==> src/rtl/uart_pkg.sv <==
// uart_pkg: shared FSM encoding and 8N1 frame constants for the buffered UART transmitter
package uart_pkg;
  typedef enum logic [2:0] {
    IDLE         = 3'd0,
    TX_START_BIT = 3'd1,
    TX_DATA_BITS = 3'd2,
    TX_STOP_BIT  = 3'd3,
    CLEANUP      = 3'd4
  } uart_state_e;
  localparam int DATA_BITS = 8;
  localparam logic START_LVL = 1'b0;
  localparam logic STOP_LVL = 1'b1;
endpackage

==> src/rtl/uart_tx_buffered_if.sv <==
// uart_tx_buffered_if: byte write port plus serial and status outputs of the buffered transmitter
interface uart_tx_buffered_if #(parameter int FIFO_DEPTH = 4);
  logic                        i_TX_DV;
  logic [7:0]                  i_TX_Byte;
  logic                        o_TX_Ready;
  logic                        o_TX_Overflow;
  logic [$clog2(FIFO_DEPTH):0] o_FIFO_Count;
  logic                        o_TX_Serial;
  logic                        o_TX_Active;
  logic                        o_TX_Done;
  modport master (
    output i_TX_DV, i_TX_Byte,
    input  o_TX_Ready, o_TX_Overflow, o_FIFO_Count, o_TX_Serial, o_TX_Active, o_TX_Done
  );
  modport slave (
    input  i_TX_DV, i_TX_Byte,
    output o_TX_Ready, o_TX_Overflow, o_FIFO_Count, o_TX_Serial, o_TX_Active, o_TX_Done
  );
endinterface

==> src/rtl/uart_tx_fifo.sv <==
// uart_tx_fifo: power-of-two byte FIFO with registered count and a write-while-full pulse
module uart_tx_fifo #(
  parameter int DEPTH = 4,
  parameter int WIDTH = 8
) (
  input  logic                     clk,
  input  logic                     rst_n,
  input  logic                     wr_en,
  input  logic [WIDTH-1:0]         wr_data,
  input  logic                     rd_en,
  output logic [WIDTH-1:0]         rd_data,
  output logic [$clog2(DEPTH):0]   count,
  output logic                     full,
  output logic                     empty,
  output logic                     overflow
);
  localparam int AW = $clog2(DEPTH);
  localparam int CW = AW + 1;
  logic [WIDTH-1:0] mem_q [DEPTH];
  logic [AW-1:0] wr_ptr_q, wr_ptr_d, rd_ptr_q, rd_ptr_d;
  logic [CW-1:0] count_q, count_d;
  logic ovf_q, ovf_d, wr, rd;
  // full comes from the registered count, so a same-cycle pop never rescues a write
  always_comb begin
    full = count_q == CW'(DEPTH);
    empty = count_q == '0;
    wr = wr_en && !full;
    rd = rd_en && !empty;
    ovf_d = wr_en && full;
    wr_ptr_d = wr_ptr_q + AW'(wr);
    rd_ptr_d = rd_ptr_q + AW'(rd);
    count_d = count_q + CW'(wr) - CW'(rd);
  end
  always_ff @(posedge clk) begin
    if (!rst_n) begin
      wr_ptr_q <= '0;
      rd_ptr_q <= '0;
      count_q <= '0;
      ovf_q <= 1'b0;
    end else begin
      wr_ptr_q <= wr_ptr_d;
      rd_ptr_q <= rd_ptr_d;
      count_q <= count_d;
      ovf_q <= ovf_d;
    end
  end
  always_ff @(posedge clk) begin
    if (wr) mem_q[wr_ptr_q] <= wr_data;
  end
  assign rd_data = mem_q[rd_ptr_q];
  assign count = count_q;
  assign overflow = ovf_q;
endmodule

==> src/rtl/uart_tx_buffered.sv <==
// uart_tx_buffered: 8N1 UART transmitter draining a small byte FIFO, all line outputs registered
module uart_tx_buffered #(
  parameter int CLKS_PER_BIT = 217,
  parameter int FIFO_DEPTH = 4
) (
  input  logic               i_Clock,
  input  logic               i_Rst_L,
  uart_tx_buffered_if.slave  bus
);
  import uart_pkg::*;
  localparam int CNT_W = $clog2(CLKS_PER_BIT);
  localparam logic [CNT_W-1:0] CNT_LAST = CNT_W'(CLKS_PER_BIT - 1);
  uart_state_e state_q, state_d;
  logic [CNT_W-1:0] cnt_q, cnt_d;
  logic [2:0] bit_q, bit_d;
  logic [DATA_BITS-1:0] shift_q, shift_d, head;
  logic serial_q, serial_d, active_q, active_d, done_q, done_d;
  logic pop, empty, full, bit_end;
  uart_tx_fifo #(.DEPTH(FIFO_DEPTH), .WIDTH(DATA_BITS)) u_fifo (
    .clk(i_Clock),
    .rst_n(i_Rst_L),
    .wr_en(bus.i_TX_DV),
    .wr_data(bus.i_TX_Byte),
    .rd_en(pop),
    .rd_data(head),
    .count(bus.o_FIFO_Count),
    .full(full),
    .empty(empty),
    .overflow(bus.o_TX_Overflow)
  );
  // line outputs are decoded from the current state and registered, so they trail it by one cycle
  always_comb begin
    state_d = state_q;
    bit_d = bit_q;
    shift_d = shift_q;
    pop = 1'b0;
    bit_end = cnt_q == CNT_LAST;
    cnt_d = (bit_end || state_q inside {IDLE, CLEANUP}) ? '0 : cnt_q + 1'b1;
    case (state_q)
      IDLE: begin
        bit_d = '0;
        if (!empty) begin
          pop = 1'b1;
          shift_d = head;
          state_d = TX_START_BIT;
        end
      end
      TX_START_BIT: if (bit_end) state_d = TX_DATA_BITS;
      TX_DATA_BITS: if (bit_end) begin
        shift_d = shift_q >> 1;
        bit_d = bit_q + 1'b1;
        if (bit_q == 3'(DATA_BITS - 1)) state_d = TX_STOP_BIT;
      end
      TX_STOP_BIT: if (bit_end) state_d = CLEANUP;
      default: state_d = IDLE;
    endcase
    serial_d = state_q == TX_START_BIT ? START_LVL : state_q == TX_DATA_BITS ? shift_q[0] : STOP_LVL;
    active_d = state_q inside {TX_START_BIT, TX_DATA_BITS, TX_STOP_BIT};
    done_d = state_q == CLEANUP;
  end
  always_ff @(posedge i_Clock) begin
    if (!i_Rst_L) begin
      state_q <= IDLE;
      cnt_q <= '0;
      bit_q <= '0;
      shift_q <= '0;
      serial_q <= STOP_LVL;
      active_q <= 1'b0;
      done_q <= 1'b0;
    end else begin
      state_q <= state_d;
      cnt_q <= cnt_d;
      bit_q <= bit_d;
      shift_q <= shift_d;
      serial_q <= serial_d;
      active_q <= active_d;
      done_q <= done_d;
    end
  end
  assign bus.o_TX_Ready = !full;
  assign bus.o_TX_Serial = serial_q;
  assign bus.o_TX_Active = active_q;
  assign bus.o_TX_Done = done_q;
endmodule

==> src/flat_wrapper.sv <==
// flat-port wrapper written by rule: the top's interface ports become plain ports
module uart_tx_buffered_flat import uart_pkg::*;
#(
  parameter int CLKS_PER_BIT = 217,
  parameter int FIFO_DEPTH = 4
)
  (i_Clock, i_Rst_L, bus_i_TX_DV, bus_i_TX_Byte, bus_o_TX_Ready, bus_o_TX_Overflow, bus_o_FIFO_Count, bus_o_TX_Serial, bus_o_TX_Active, bus_o_TX_Done);
  uart_tx_buffered_if #(.FIFO_DEPTH(FIFO_DEPTH)) bus_i ();
  input  logic i_Clock;
  input  logic i_Rst_L;
  input wire logic [$bits(bus_i.i_TX_DV)-1:0] bus_i_TX_DV;
  input wire logic [$bits(bus_i.i_TX_Byte)-1:0] bus_i_TX_Byte;
  output wire logic [$bits(bus_i.o_TX_Ready)-1:0] bus_o_TX_Ready;
  output wire logic [$bits(bus_i.o_TX_Overflow)-1:0] bus_o_TX_Overflow;
  output wire logic [$bits(bus_i.o_FIFO_Count)-1:0] bus_o_FIFO_Count;
  output wire logic [$bits(bus_i.o_TX_Serial)-1:0] bus_o_TX_Serial;
  output wire logic [$bits(bus_i.o_TX_Active)-1:0] bus_o_TX_Active;
  output wire logic [$bits(bus_i.o_TX_Done)-1:0] bus_o_TX_Done;
  assign bus_i.i_TX_DV = bus_i_TX_DV;
  assign bus_i.i_TX_Byte = bus_i_TX_Byte;
  assign bus_o_TX_Ready = bus_i.o_TX_Ready;
  assign bus_o_TX_Overflow = bus_i.o_TX_Overflow;
  assign bus_o_FIFO_Count = bus_i.o_FIFO_Count;
  assign bus_o_TX_Serial = bus_i.o_TX_Serial;
  assign bus_o_TX_Active = bus_i.o_TX_Active;
  assign bus_o_TX_Done = bus_i.o_TX_Done;
  uart_tx_buffered #(.CLKS_PER_BIT(CLKS_PER_BIT), .FIFO_DEPTH(FIFO_DEPTH)) u_core (.i_Clock(i_Clock), .i_Rst_L(i_Rst_L), .bus(bus_i));
endmodule
==> config.mk <==
export PLATFORM = sky130hd
export DESIGN_NAME = uart_tx_buffered_flat
export DESIGN_NICKNAME = d
export VERILOG_FILES = /design/src/rtl/uart_pkg.sv /design/src/rtl/uart_tx_buffered_if.sv /design/src/rtl/uart_tx_fifo.sv /design/src/rtl/uart_tx_buffered.sv /design/src/flat_wrapper.sv
export SDC_FILE = /design/constraint.sdc
export NUM_CORES = 1
export LEC_CHECK = 0
export BUFFER_PORTS_ARGS = -buffer_cell sky130_fd_sc_hd__buf_2
export CAP_MARGIN = 20
export CORE_MARGIN = 1
export CORE_UTILIZATION = 41
export CTS_BUF_LIST = sky130_fd_sc_hd__clkbuf_2
export DETAILED_ROUTE_END_ITERATION = 12
export GPL_TIMING_DRIVEN = 0
export PLACE_DENSITY = 0.56
export SETUP_SLACK_MARGIN = 0.1
export SLEW_MARGIN = 10
export SYNTH_ARGS = -nofsm -noshare
export SYNTH_HDL_FRONTEND = slang
export SYNTH_SLANG_ARGS = --single-unit
==> constraint.sdc <==
create_clock -name i_Clock -period 2.38 [get_ports i_Clock]
set_input_delay 0.238 -clock i_Clock [delete_from_list [all_inputs] [get_ports i_Clock]]
set_output_delay 0.238 -clock i_Clock [all_outputs]
set_load 0.01 [all_outputs]
# ---- Yosys cells after proc, flatten, opt, wreduce, memory -nomap -nowiden
# Memories as Yosys holds them, arrays and structs flattened. A register that Yosys moved wholly into a read port is not among the register bits.
# Cells that the tools add are included.
dict set report op_classes {
  reduce_logical 15
  mux 18
  n_eq_ne 12
  bitwise 1
  addsub 6
}
# operator count
set op_table {}
lappend op_table {{$mux 3} 6}
lappend op_table {{$mux 8} 2}
lappend op_table {{$pmux 8 s2} 1}
lappend op_table {{$pmux 3 s4} 1}
lappend op_table {{$eq 3x3->1 const B} 3}
lappend op_table {{$add 8x1->8 const B} 1}
lappend op_table {{$eq 8x8->1 const B} 1}
lappend op_table {{$ne 2x1->1 const B} 4}
lappend op_table {{$eq 3x2->1 const B} 2}
lappend op_table {{$logic_not 3->1} 2}
lappend op_table {{$mux 1} 6}
lappend op_table {{$pmux 3 s2} 1}
lappend op_table {{$reduce_and 5->1} 1}
lappend op_table {{$add 2x1->2} 2}
lappend op_table {{$reduce_bool 2->1} 2}
lappend op_table {{$add 3x1->3} 1}
lappend op_table {{$add 3x1->3 const B} 1}
lappend op_table {{$eq 3x1->1 const B} 1}
lappend op_table {{$logic_and 1x1->1} 3}
lappend op_table {{$reduce_and 3->1} 1}
lappend op_table {{$reduce_bool 3->1} 1}
lappend op_table {{$sub 3x1->3} 1}
lappend op_table {{$logic_not 1->1} 2}
lappend op_table {{$mux 2} 1}
lappend op_table {{other kinds (5)} 5}
dict set report word_totals {
  elab_cells 64
  ram_bits 32
  in_bits 11
  output_inout_bits 8
  regBits 33
  mem_count 1
}
# memory depth word_bits rd rd_clocked_by_memory_dff wr line
set memory_table {}
lappend memory_table {u_core.u_fifo.mem_q 4 8 1 1 1 uart_tx_fifo.sv:19} ;# logic [WIDTH-1:0] mem_q [DEPTH];

# ---- Depth between registers and ports, before layout
dict set report logic_depth {
  word_depth 6
  mapped_depth 10
  depth_no_buf 10
}

# ---- Hierarchy
# Synthesis repeated with hierarchy kept, for this count alone.
dict set report hier_totals {
  cells_unflattened 205
  hier_area_um2 2758.9
}
# module instances area_per_inst_um2 seq_area_each_um2 cells_per_inst
set modules_own_cells {}
lappend modules_own_cells {uart_tx_fifo 1 1556.5 1121.1 79}
lappend modules_own_cells {uart_tx_buffered 1 1202.4 500.5 126}

# ---- Worst setup path before layout
# OpenSTA, ideal clock, no wires.
dict set report synth_path {
  kind {flip-flop to flip-flop}
  start {register u_core.u_fifo.count_q[2], in the netlist u_core.u_fifo.count[2]}
  end {register u_core.u_fifo.count_q[2], in the netlist u_core.u_fifo.count[2]}
  required_time_ns 2.265
  arrival_time_ns 2.039
  path_slack_ns 0.226
  n_path_buf 0
  period_less_slack_ns 2.154
  path_stages_with_launch 11
  setup_ns 0.115
  path_cell_list {dfxtp_1 > nor3b_1 > inv_1 > nand2_1 > inv_1 > xor2_1 > ha_1 > fa_1 > xnor2_1 > xnor2_1 > and2_1}
}
dict set report synth_between {
  elab_chain_len 5
  word_cells_on_any_way 10
  cone_classes {add/sub (2); eq/ne (1); mux (2); reduce/logical (5)}
}
# item line
set synth_lines {}
lappend synth_lines {{from (decl)} uart_tx_fifo.sv:21} ;# logic [CW-1:0] count_q, count_d;
lappend synth_lines {{from (signal assigned)} uart_tx_fifo.sv:43} ;# count_q <= count_d;
lappend synth_lines {{$eq 3x3->1} uart_tx_fifo.sv:25} ;# full = count_q == CW'(DEPTH);
lappend synth_lines {{$logic_not 1->1} -}
lappend synth_lines {{named net bus_o_TX_Ready} flat_wrapper.sv:13} ;# output wire logic [$bits(bus_i.o_TX_Ready)-1:0] bus_o_TX_Ready;
lappend synth_lines {{$logic_and 1x1->1} uart_tx_fifo.sv:27} ;# wr = wr_en && !full;
lappend synth_lines {{$add 3x1->3} uart_tx_fifo.sv:32} ;# count_d = count_q + CW'(wr) - CW'(rd);
lappend synth_lines {{$sub 3x1->3} uart_tx_fifo.sv:32}
# The timed path passes the listed nets, and every way through them passes these cells.
# A chain may end at the register's enable or synchronous reset.

# ---- Final worst setup path
dict set report layout_path {
  start {register u_core.state_q[1]}
  end {register u_core.u_fifo.count_q[2], in the netlist u_core.u_fifo.count[2]}
}
dict set report layout_between {
  elab_chain_len 4
}
# item line
set layout_lines {}
lappend layout_lines {{from (decl)} uart_tx_buffered.sv:13} ;# uart_state_e state_q, state_d;
lappend layout_lines {{from (signal assigned)} uart_tx_buffered.sv:71} ;# state_q <= state_d;
lappend layout_lines {{$logic_not 3->1} uart_tx_buffered.sv:39} ;# case (state_q)
lappend layout_lines {{$mux 1} uart_tx_buffered.sv:39}
lappend layout_lines {{$logic_and 1x1->1} uart_tx_fifo.sv:28} ;# rd = rd_en && !empty;
lappend layout_lines {{$sub 3x1->3} uart_tx_fifo.sv:32}
# No other way between the ends.

==> impl_results.md <==
- Routed WL per cell: between 10 and 15 um
- CTS Root Cell: clkbuf_2
- Crit-path max FO: 10
- Top FF cell, synth: dfxtp_1
- Min setup slack post-route: 0.229 ns
- Count of cell types in the netlist: 44
- Crit path max-delay family: adder cells
- Yosys warnings: 0
- Antenna-violating nets left: 0
- Period minus WS final: ~2.2 ns
- Proportion of layout cells with a drive suffix above 1: slightly below 30%
- Placed cells: 310
- Crit end category: register
- Placed instance area: just under 3000 sq um
- Arrival time worst endpoint: about 2.6 ns
- Max Cap Viol: 0
- Cts bufs inserted: 9
- PwrDens: about 920 nW/um^2
- Rel. slew slack: between 40% and 50%
- Router iterations before antenna repair: 4
- Final hold viol count: 0
- Sink Count: 65
- Min-Delay Path Class: input port to register
- Core Util, Final: between 40% and 50%
- RSZ-0062 raised after global routing: no
- Vias per cell: between 5 and 6
- Post-layout nets: about 280
- Fin area: 3230 sq um
- Die width: approximately 84 um
- Seq/Total Area, Yosys: between 50% and 60%
- Hpwl dp: ~3100 um
- Synthesized instance count: approximately 210
- Vias in the first global route: about 1,600
- GRT overflow: 0
- CP max stage cell: fa_2
- Setup TNS Final: 0 ns
- Clock Latency Late Sink: around 0.51 ns
- Setup CP Type: register to register
- DP Worst Slack: approximately 0.14 ns
- CTS tree: done
- First-pass GRT wire length: roughly 7900 um
- # setup viols final: 0
- All-layer global routing usage: ~15%
- Syn avg cell area: between 10 and 15 sq um
- Die area: around 7000 sq um
- Worst VDD drop: around 0.35 mV
- Core area: approximately 6500 sq um
- Synth area leader: edfxtp_1
- Run status: finished clean
- Vias: around 1,700
- IO buf count: 18
- Worst path cell trace: clkbuf_8 > nor4_4 > buf_6 > xor2_1 > ha_2 > fa_2 > xnor2_2 > xnor2_1 > and2_1
- GP Congestion: 0.670
- Clk slew on worst S/H paths: 0.21 ns
- Crit path launch type: register
- Period utilization: 90.4%
- Yosys top cell area share: about 35%
- DR iter-0 viols: 41
- Die Y: roughly 84 um
- Fin. max-slew vios: 0
- Count of buffer and inverter cells on the critical path: 2
- Worst slew pin tran: about 0.75 ns
- Synth Register Bits: 65
- Layout Area Growth over Synthesis: 16.0%
- Clock Path Buffers: 2
- Pleak: approximately 1.2 nW
- Largest net degree at the start of global routing: 15
- Metal3 WL: about 150 um
- Non-Filler Instances: around 340
- Highest routed layer: met4
- Starting Density: between 40% and 50%
- Met2 WL: approximately 2300 um
- Worst stage delay on the critical path: roughly 0.37 ns
- Clk_skew: 0.0244 ns
- Number of synthesized flops with an enable pin: 32
- Drt total wl: about 4700 um
- Worst Path Required: between 2 and 3 ns
- IO Count: 19
- Ys async rst share: 0%
- Antenna cell count: 0
- Most frequent cells after synthesis: 33 x dfxtp_1, 32 x edfxtp_1, 29 x nand2_1
- Post-Syn Area: 2780 sq um
- Fmax achieved: 465 MHz
- Site Rows: 29
- Top-count cell post-synth: dfxtp_1
- # DRC: 0
- Wire length on met1: about 2200 um
- H-tree depth: 3
- Initial antenna violation count: 0
- Synthesized net count: 232
- Area contributors post-synth: edfxtp_1 35%, dfxtp_1 24%, mux4_2 6.5%, nand2_1 3.9%, a31oi_2 3.1%
-- what timing repair did --
action / CTS / global route
buffers inserted: 0 / 3
hold buffers: 10 / 0
setup endpoints to repair: 0 / 1
gates resized for setup: 0 / 7
hold endpoints to repair: 35 / 0
-- flip-flops by register name, summed over array words and instances, names as in the netlist --
name                    cells
u_core.u_fifo.mem_q        32
u_core.cnt_q                8
u_core.shift_q              8
u_core.bit_q                3
u_core.state_q              3
u_core.u_fifo.count         3
u_core.u_fifo.rd_ptr_q      2
u_core.u_fifo.wr_ptr_q      2
u_core.bus.o_TX_Active      1
u_core.bus.o_TX_Done        1
u_core.bus.o_TX_Serial      1
u_core.u_fifo.overflow      1
-- final timing paths --
| path | from | end | slack [ns] | depth (start not counted) |
|---|---|---|---|---|
| setup reg to reg | u_core.state_q[1] | u_core.u_fifo.count[2] | 0.23 | 9 |
| hold / removal | bus_i_TX_Byte[6] | u_core.u_fifo.mem_q[3][6] | 0.47 | 2 |
| setup / recovery | u_core.state_q[1] | u_core.u_fifo.count[2] | 0.23 | 9 |
| hold reg to reg | u_core.shift_q[7] | u_core.shift_q[7] | 0.48 | 2 |
-- where the power goes --
part / switching [mW] / leakage (nW) / internal [mW]
sequential: 0.0923 / 0.564 / 1.35
combinational: 0.441 / 0.598 / 0.458
clock: 0.452 / 0.0614 / 0.157
total: 0.986 / 1.22 / 1.97
-- cells by family (layout without fill, tap and decap cells) --
group / Yosys count / count (layout) / synth area share (%)
xor gates and xnor gates: 12 / 12 / 3.78
buffers and inverters: 17 / 65 / 4.41
muxes: 10 / 10 / 7.24
DFF: 65 / 65 / 58.3
and+or+nand+nor: 79 / 79 / 15.2
AOI/OAI and AO/OA: 24 / 24 / 7.73
adders and majority gates: 7 / 7 / 3.42
-- layout make-up --
type	instances	area (sq um)
Timing Repair Buffer	32	218
Buffer	11	100
Fill cell	592	3230
Tap cell	77	96.3
Clock buffer	9	45.0
Multi-Input combinational cell	132	1060
Clock inverter	7	61.3
Inverter	6	22.5
Sequential cell	65	1620
-- placed cells by master (no fill, tap or decap), drive strengths merged, types with 3 or more instances in the layout --
| cell | count |
|---|---|
| a21boi | 3 |
| a31oi | 7 |
| and2 | 6 |
| and3 | 6 |
| buf | 31 |
| clkbuf | 11 |
| dfxtp | 33 |
| dlygate4sd3 | 10 |
| edfxtp | 32 |
| ha | 6 |
| inv | 10 |
| mux4 | 8 |
| nand2 | 29 |
| nand3 | 3 |
| nor2 | 17 |
| nor3 | 4 |
| o31ai | 10 |
| xnor2 | 6 |
| xor2 | 6 |
-- through the flow --
step | power [mW] | hold WS (ns)
5_1_grt | 3.16 | 0.394
6_report | 2.96 | 0.466
3_3_place_gp | 2.28 | 0.451
2_1_floorplan | 2.10 | 0.337
3_5_place_dp | 2.30 | 0.454
4_1_cts | 2.93 | 0.410
-- metal layers --
layer | GRT usage (%) | vias to the layer above
met4 | 6.47 | 0
met2 | 23.7 | 25
met3 | 5.31 | 9
li1 | - | 857
met5 | 0 | -
met1 | 18.5 | 816
Power figures use the tool's default switching activity.
